**src/rtl/devil_snoop_pkg.sv**
```systemverilog
// -----------------------------------------------------------------------------
// devil_snoop_pkg
// Shared types and constants for the devil fabric ACE snoop responder.
//   - snoop_state_e : responder FSM states
//   - CR_*          : CRRESP bit positions
//   - AC_*          : ACSNOOP encodings used when programming the type filter
// Optional feature macro used by the top level: DEVIL_SNOOP_TRACE_EN.
// -----------------------------------------------------------------------------
package devil_snoop_pkg;

    typedef enum logic [1:0] {
        ST_IDLE  = 2'd0,
        ST_DELAY = 2'd1,
        ST_RESP  = 2'd2
    } snoop_state_e;

    // CRRESP bit positions
    localparam int CR_DATA_TRANSFER = 0;
    localparam int CR_ERROR         = 1;
    localparam int CR_PASS_DATA     = 2;
    localparam int CR_IS_SHARED     = 3;
    localparam int CR_WAS_UNIQUE    = 4;

    // ACSNOOP encodings
    localparam logic [3:0] AC_READ_ONCE     = 4'b0000;
    localparam logic [3:0] AC_CLEAN_INVALID = 4'b1001;
    localparam logic [3:0] AC_MAKE_INVALID  = 4'b1101;

endpackage : devil_snoop_pkg

```
**src/rtl/devil_addr_win_match.sv**
```systemverilog
// -----------------------------------------------------------------------------
// devil_addr_win_match
// Purely combinational NUM_WIN-way address window compare.
// Window i hits when win_en[i] and base_i <= addr < base_i + size_i.
// Ports:
//   addr     in  ADDR_W          address under test
//   win_en   in  NUM_WIN         per-window enable
//   win_base in  NUM_WIN*ADDR_W  bases, window 0 in the LSBs
//   win_size in  NUM_WIN*SIZE_W  sizes in bytes
//   hit      out 1               any enabled window contains addr
// -----------------------------------------------------------------------------
module devil_addr_win_match
    import devil_snoop_pkg::*;
#(
    parameter int ADDR_W  = 44,
    parameter int NUM_WIN = 4,
    parameter int SIZE_W  = 32
) (
    input  logic [ADDR_W-1:0]         addr,
    input  logic [NUM_WIN-1:0]        win_en,
    input  logic [NUM_WIN*ADDR_W-1:0] win_base,
    input  logic [NUM_WIN*SIZE_W-1:0] win_size,
    output logic                      hit
);

    logic [NUM_WIN-1:0] win_hit;

    genvar gi;
    generate
        for (gi = 0; gi < NUM_WIN; gi++) begin : g_win
            logic [ADDR_W:0] base_ext;
            logic [ADDR_W:0] end_ext;
            // One extra bit so base+size never wraps; size 0 gives end==base,
            // which makes the half-open range empty.
            assign base_ext    = {1'b0, win_base[gi*ADDR_W +: ADDR_W]};
            assign end_ext     = base_ext + (ADDR_W+1)'(win_size[gi*SIZE_W +: SIZE_W]);
            assign win_hit[gi] = win_en[gi]
                               & ({1'b0, addr} >= base_ext)
                               & ({1'b0, addr} <  end_ext);
        end
    endgenerate

    assign hit = |win_hit;

endmodule : devil_addr_win_match

```
**src/rtl/devil_snoop_responder.sv**
```systemverilog
// -----------------------------------------------------------------------------
// devil_snoop_responder
// Programmable ACE snoop responder. Accepts one AC snoop at a time and answers
// on CR. Snoops that match the type/address filters while armed are answered
// with cfg_crresp after cfg_delay cycles; all others get cfg_dflt_crresp at once.
// Ports:
//   aclk, aresetn                 clock, asynchronous active-low reset
//   acvalid/acready/acaddr/acsnoop  AC snoop address channel
//   crvalid/crready/crresp        CR snoop response channel
//   cfg_*                         control register inputs
//   sts_clr                       pulse: clears sts_done and sts_match_cnt
//   sts_done/sts_busy/sts_match_cnt status outputs
//   trc_acaddr/trc_acsnoop        (DEVIL_SNOOP_TRACE_EN only) last matched snoop
// Optional feature macro: DEVIL_SNOOP_TRACE_EN.
// -----------------------------------------------------------------------------
module devil_snoop_responder
    import devil_snoop_pkg::*;
#(
    parameter int ADDR_W  = 44,
    parameter int NUM_WIN = 4,
    parameter int SIZE_W  = 32,
    parameter int DELAY_W = 16,
    parameter int CNT_W   = 32
) (
    input  logic                      aclk,
    input  logic                      aresetn,
    input  logic                      acvalid,
    output logic                      acready,
    input  logic [ADDR_W-1:0]         acaddr,
    input  logic [3:0]                acsnoop,
    output logic                      crvalid,
    input  logic                      crready,
    output logic [4:0]                crresp,
    input  logic                      cfg_en,
    input  logic                      cfg_oneshot,
    input  logic                      cfg_acflt_en,
    input  logic [3:0]                cfg_acsnoop,
    input  logic                      cfg_addrflt_en,
    input  logic [NUM_WIN-1:0]        cfg_win_en,
    input  logic [NUM_WIN*ADDR_W-1:0] cfg_win_base,
    input  logic [NUM_WIN*SIZE_W-1:0] cfg_win_size,
    input  logic [DELAY_W-1:0]        cfg_delay,
    input  logic [4:0]                cfg_crresp,
    input  logic [4:0]                cfg_dflt_crresp,
    input  logic                      sts_clr,
    output logic                      sts_done,
    output logic                      sts_busy,
    output logic [CNT_W-1:0]          sts_match_cnt
`ifdef DEVIL_SNOOP_TRACE_EN
    ,
    output logic [ADDR_W-1:0]         trc_acaddr,
    output logic [3:0]                trc_acsnoop
`endif
);

    snoop_state_e       state_reg;
    logic               acready_reg;
    logic               crvalid_reg;
    logic [4:0]         crresp_reg;
    logic [DELAY_W-1:0] delay_cnt_reg;
    logic               matched_reg;     // this snoop matched while armed
    logic               oneshot_reg;
    logic [4:0]         resp_fwd_reg;
    logic [4:0]         resp_dflt_reg;
    logic               done_reg, done_next;
    logic [CNT_W-1:0]   match_cnt_reg, match_cnt_next, match_cnt_base;

    logic win_hit;
    logic snoop_match;
    logic armed;
    logic ac_hs;
    logic match_done;

    devil_addr_win_match #(
        .ADDR_W  (ADDR_W),
        .NUM_WIN (NUM_WIN),
        .SIZE_W  (SIZE_W)
    ) u_win_match (
        .addr     (acaddr),
        .win_en   (cfg_win_en),
        .win_base (cfg_win_base),
        .win_size (cfg_win_size),
        .hit      (win_hit)
    );

    assign snoop_match = (~cfg_acflt_en | (acsnoop == cfg_acsnoop))
                       & (~cfg_addrflt_en | win_hit);
    assign armed       = cfg_en & ~(cfg_oneshot & done_reg);
    assign ac_hs       = acvalid & acready_reg;
    // crvalid is only ever high in RESP, so this is a matched completion.
    assign match_done  = crvalid_reg & crready & matched_reg;

    // A clear in the same cycle as a completion is applied first so the
    // completion is still recorded.
    always_comb begin
        match_cnt_base = sts_clr ? '0 : match_cnt_reg;
        match_cnt_next = match_cnt_base;
        if (match_done && !(&match_cnt_base)) begin
            match_cnt_next = match_cnt_base + CNT_W'(1);
        end
        done_next = (done_reg & ~sts_clr) | (match_done & oneshot_reg);
    end

    always_ff @(posedge aclk or negedge aresetn) begin
        if (!aresetn) begin
            state_reg     <= ST_IDLE;
            acready_reg   <= 1'b0;
            crvalid_reg   <= 1'b0;
            crresp_reg    <= '0;
            delay_cnt_reg <= '0;
            matched_reg   <= 1'b0;
            oneshot_reg   <= 1'b0;
            resp_fwd_reg  <= '0;
            resp_dflt_reg <= '0;
            done_reg      <= 1'b0;
            match_cnt_reg <= '0;
        end else begin
            done_reg      <= done_next;
            match_cnt_reg <= match_cnt_next;
            case (state_reg)
                ST_IDLE: begin
                    acready_reg <= 1'b1;
                    if (ac_hs) begin
                        acready_reg   <= 1'b0;
                        matched_reg   <= snoop_match & armed;
                        oneshot_reg   <= cfg_oneshot;
                        resp_fwd_reg  <= cfg_crresp;
                        resp_dflt_reg <= cfg_dflt_crresp;
                        delay_cnt_reg <= cfg_delay;
                        if (snoop_match && armed && (cfg_delay != '0)) begin
                            state_reg <= ST_DELAY;
                        end else begin
                            state_reg   <= ST_RESP;
                            crvalid_reg <= 1'b1;
                            crresp_reg  <= (snoop_match & armed) ? cfg_crresp
                                                                 : cfg_dflt_crresp;
                        end
                    end
                end
                ST_DELAY: begin
                    delay_cnt_reg <= delay_cnt_reg - DELAY_W'(1);
                    if (!cfg_en) begin
                        // Disabled mid-wait: answer now with the default and
                        // do not count it as a match.
                        matched_reg <= 1'b0;
                        state_reg   <= ST_RESP;
                        crvalid_reg <= 1'b1;
                        crresp_reg  <= resp_dflt_reg;
                    end else if (delay_cnt_reg == DELAY_W'(1)) begin
                        state_reg   <= ST_RESP;
                        crvalid_reg <= 1'b1;
                        crresp_reg  <= resp_fwd_reg;
                    end
                end
                ST_RESP: begin
                    if (crready) begin
                        state_reg   <= ST_IDLE;
                        crvalid_reg <= 1'b0;
                        acready_reg <= 1'b1;
                    end
                end
                default: begin
                    state_reg   <= ST_IDLE;
                    crvalid_reg <= 1'b0;
                    acready_reg <= 1'b0;
                end
            endcase
        end
    end

`ifdef DEVIL_SNOOP_TRACE_EN
    logic [ADDR_W-1:0] trc_addr_lat_reg;
    logic [3:0]        trc_snoop_lat_reg;
    logic [ADDR_W-1:0] trc_acaddr_reg;
    logic [3:0]        trc_acsnoop_reg;

    always_ff @(posedge aclk or negedge aresetn) begin
        if (!aresetn) begin
            trc_addr_lat_reg  <= '0;
            trc_snoop_lat_reg <= '0;
            trc_acaddr_reg    <= '0;
            trc_acsnoop_reg   <= '0;
        end else begin
            if (ac_hs) begin
                trc_addr_lat_reg  <= acaddr;
                trc_snoop_lat_reg <= acsnoop;
            end
            if (match_done) begin
                trc_acaddr_reg  <= trc_addr_lat_reg;
                trc_acsnoop_reg <= trc_snoop_lat_reg;
            end else if (sts_clr) begin
                trc_acaddr_reg  <= '0;
                trc_acsnoop_reg <= '0;
            end
        end
    end

    assign trc_acaddr  = trc_acaddr_reg;
    assign trc_acsnoop = trc_acsnoop_reg;
`endif

    assign acready       = acready_reg;
    assign crvalid       = crvalid_reg;
    assign crresp        = crresp_reg;
    assign sts_done      = done_reg;
    assign sts_busy      = (state_reg != ST_IDLE);
    assign sts_match_cnt = match_cnt_reg;

endmodule : devil_snoop_responder

```
**config.mk**
```make
export PLATFORM = sky130hd
export DESIGN_NAME = devil_snoop_responder
export DESIGN_NICKNAME = d
export VERILOG_FILES = /design/src/rtl/devil_snoop_pkg.sv /design/src/rtl/devil_addr_win_match.sv /design/src/rtl/devil_snoop_responder.sv
export SDC_FILE = /design/constraint.sdc
export NUM_CORES = 1
export LEC_CHECK = 0
export ABC_AREA = 1
export BUFFER_PORTS_ARGS = -buffer_cell sky130_fd_sc_hd__buf_4
export CORE_ASPECT_RATIO = 0.5
export CORE_MARGIN = 2
export CORE_UTILIZATION = 30
export DETAILED_ROUTE_END_ITERATION = 10
export PLACE_DENSITY = 0.56
export SYNTH_ARGS = -nofsm -noshare
export SYNTH_HDL_FRONTEND = slang
export SYNTH_HIERARCHICAL = 1
export SYNTH_SLANG_ARGS = --single-unit
```
**constraint.sdc**
```tcl
create_clock -name aclk -period 2.5 [get_ports aclk]
set_clock_uncertainty 0.15 [all_clocks]
set_input_delay 0.5 -clock aclk [delete_from_list [all_inputs] [get_ports aclk]]
set_output_delay 0.5 -clock aclk [all_outputs]
set_load 0.01 [all_outputs]
```
==> impl_metrics.yaml <==
routing:
  drt_iter0_drc: 1681
  drc_errors: 0
  postRouteAntennaNets: 0
  routedWlPerCell_microns: 17.8
  postRouteWirelength_microns: 107000
  first_pass_iters: 6
  vias_per_cell: 4.84
  vias: 29222
pwr:
  p_seq_share_pct: 13.7
  switching_share_pct: 46.3
  leakage_nw: 18.9
  p_switching_w: 0.00568
  internal_power_w: 0.00658
  powerDensity_nw_per_um2: 341
  power.share.clock_pct: 13.2
  irDropWorstVdd_v: 0.000484
  p_comb_share_pct: 73.1
floorplan:
  die_area_sq_um: 77800
  core_area_sq_um: 75000
  die_height_microns: 198
  io_pins: 436
  die_x_microns: 393
  row_count: 71
  start_util_pct: 30.2
cells_and_area:
  largest_reg_flops: 32
  fillCellCount: 7758
  layout.nets: 5889
  drive_gt1_share_pct: 34.3
  stdcell_count: 6040
  stdcell_area_sq_um: 36000
  syn_to_final_growth_pct: 58.8
worst_setup_path:
  endpoint_kind: "register"
  cp_max_fo: 7
  worstPathArrival_ns: 4.38
  r2r-end: "sts_match_cnt[19]$_DFF_PN0_"
  crit-reg2reg-launch: "sts_match_cnt[0]$_DFF_PN0_"
  worstSetupPathDepth: 33
  reg2reg_depth: 12
  crit_family: "simple AND/OR/NAND/NOR gates"
  endpoint: "crresp[0]$_DFFE_PN0P_"
  cpMaxStageDelayCell: "ha_1"
  crit_path_start_kind: "input port"
  cp_num_buf_inv: 6
  r2r_setup_slack_ns: 0.24
  crit_path_max_incr_delay_ns: 0.34
  critPathKind: "in2reg"
  crit_start: "cfg_win_base[20]"
  critPathRequiredTime_ns: 2.62
synthesis:
  ys_ff_latch: 70
  synthFlopType: "dfrtp_1"
  yosysTopAreaCellShare_pct: 26.5
  ys.warnings.count: 6
  postSynth.asyncResetShare_pct: 100
  synth_area_leaders: "ha_1, nand2_1, inv_1"
  avgSynthCellArea_sq_um: 6.17
  synthesis.nets: 4546
  yosys.area.top_type: "ha_1"
  syn_inst: 3668
  synth-edff-count: 0
  synth_seq_area_share_pct: 7.73
  synth_area_sq_um: 22600
  yosysUniqueCellTypes: 57
flow_run:
  max-cap-violations: 0
clocking:
  cts_root_buf: "clkbuf_16"
  clkTransAtPathRegs_ns: 0.07
  cts_made_buffers: 9
  cts_tree: "built"
  htreeDepth: 3
  clk_latency_ns: 0.37
  clock_sinks: 70
  clock_path_buffers: 2
timing:
  setup_viol: 9
  grt_setup_unrepaired: "yes"
  final.min_clock_period_ns: 4.26
  relSlewSlack_pct: 52.8
  slew_violations: 0
  timing.final.hold_violations: 0
  worst_pin_slew_ns: 0.708
  min_period_over_period_pct: 170
  layout_setup_ws_ns: -1.76
  whs_ns: 0.187
  finalSetupTns_ns: -15.52
  fmax_ghz: 0.235
place:
  place_inst: 5999
  dp_hpwl_microns: 94500
  place.port_buffers: 435
  gp_congestion: 1.03
  dp_slack_ns: -2.66
  placed_area_sq_um: 34000
grt:
  grt_pass1_wl_microns: 160000
  grt_pass1_vias: 29338
  grt_max_degree: 41
  antenna_found_initial: 2
  overflow: 0
  grt_use_total_pct: 26.7
status:
  status: "finished, violations left"
  failed_checks: "setup timing"
hold_path:
  hold_class: "in2reg"
==> power by group through the flow <==
stage | sequential, W | combinational, W | clock (W)
finish | 0.00168 | 0.00895 | 0.00162
global route | 0.00171 | 0.00991 | 0.00170
CTS | 0.00167 | 0.00868 | 0.00166
detailed placement | 0.00168 | 0.00834 | 0
global placement | 0.00168 | 0.00819 | 0
floorplan | 0.00164 | 0.00432 | 0
==> worst min-delay path by stage <==
stage          slack, ns                           end  cells after the start                         start
4_1_cts             0.18      state_reg[1]$_DFFE_PN0P_                      2                       crready
3_5_place_dp        0.33  resp_dflt_reg[1]$_DFFE_PN0P_                      2  resp_dflt_reg[1]$_DFFE_PN0P_
6_report            0.19      state_reg[1]$_DFFE_PN0P_                      2                       crready
5_1_grt             0.18      state_reg[1]$_DFFE_PN0P_                      2                       crready
3_3_place_gp        0.32  resp_dflt_reg[0]$_DFFE_PN0P_                      2  resp_dflt_reg[0]$_DFFE_PN0P_
2_1_floorplan       0.05           acready$_DFFE_PN0P_                      0                       aresetn
==> cell type report <==
type | instances | area [sq um] | area share (%)
diodes | 2 | 5.00 | 0.0139
inverters | 559 | 2100 | 5.84
repair buffers | 1347 | 10300 | 28.6
clock inverters | 7 | 121 | 0.337
multi-input cells | 3024 | 20200 | 56.2
well taps | 1022 | 1280 | 3.56
clock buffers | 9 | 225 | 0.626
flip-flops and latches | 70 | 1750 | 4.87
==> cells in the mapped netlist, types with 10 or more instances <==
library cell	n
inv_1	550
a21oi_2	24
nand4_1	70
nor3_1	66
nand2_1	908
nand2_2	14
o21bai_2	10
o21ai_2	10
nand3b_1	12
xor2_1	118
nor2_2	20
o21a_1	34
a21o_1	27
ha_1	479
nand3_1	134
o211ai_1	16
o21bai_1	14
o21ai_0	145
a21oi_1	324
nor4_1	20
xnor2_1	62
nor2_1	405
o21ai_1	20
a31oi_1	12
dfrtp_1	70
==> cell families (layout without fill, tap and decap cells) <==
kind of cell               after synthesis  count (layout)  share of synthesized area [%]
and+or+nand+nor                       1683            1683                           31.3
xor gates and xnor gates               180             180                           6.96
AOI/OAI and AO/OA                      678             678                           17.5
other                                    0               2                              0
adders and majority gates              483             483                           26.8
buffers and inverters                  574            1922                           9.74
DFF                                     70              70                           7.73
==> metal layers <==
metal  global-route usage, %  share of wire (%)
met2                    49.2                 50
met4                    10.5                4.2
met1                    32.1                 43
met5                       0                  0
met3                    2.17                3.0
==> through the flow <==
stage	power [W]	utilization [%]
2_1_floorplan	0.00596	-
3_3_place_gp	0.00987	45.3
3_5_place_dp	0.0100	45.3
4_1_cts	0.0120	47.1
5_1_grt	0.0133	48.0
6_report	0.0123	48.0
==> cell usage in the layout (no fill, tap or decap), types with 11 or more instances in the layout <==
cell / synthesis / layout
ha_4: 0 / 35
nor2_1: 405 / 363
o211ai_1: 16 / 16
inv_2: 7 / 17
ha_1: 479 / 430
o21ai_2: 10 / 20
xnor2_1: 62 / 60
nor3_1: 66 / 58
xor2_1: 118 / 116
a21oi_1: 324 / 264
dfrtp_1: 70 / 70
o21bai_1: 14 / 11
ha_2: 0 / 14
o21ai_0: 145 / 124
a21oi_4: 0 / 13
nand3b_1: 12 / 12
a21o_1: 27 / 27
o21bai_2: 10 / 11
nand2_2: 14 / 37
inv_1: 550 / 540
nor2_4: 4 / 13
buf_4: 0 / 1327
nand3_1: 134 / 119
nor4_1: 20 / 14
a21oi_2: 24 / 71
nand2_1: 908 / 878
nand3_2: 5 / 12
nor2_2: 20 / 53
o21ai_1: 20 / 29
o21a_1: 34 / 34
nand4_1: 70 / 70
==> timing repair <==
action	CTS	global route
buffers inserted	15	9
pin swaps	82	40
hold buffers	1	0
resized for setup	173	133
setup endpoints to repair	9	9
endpoints found under the hold margin	1	0
Power figures use the tool's default switching activity.
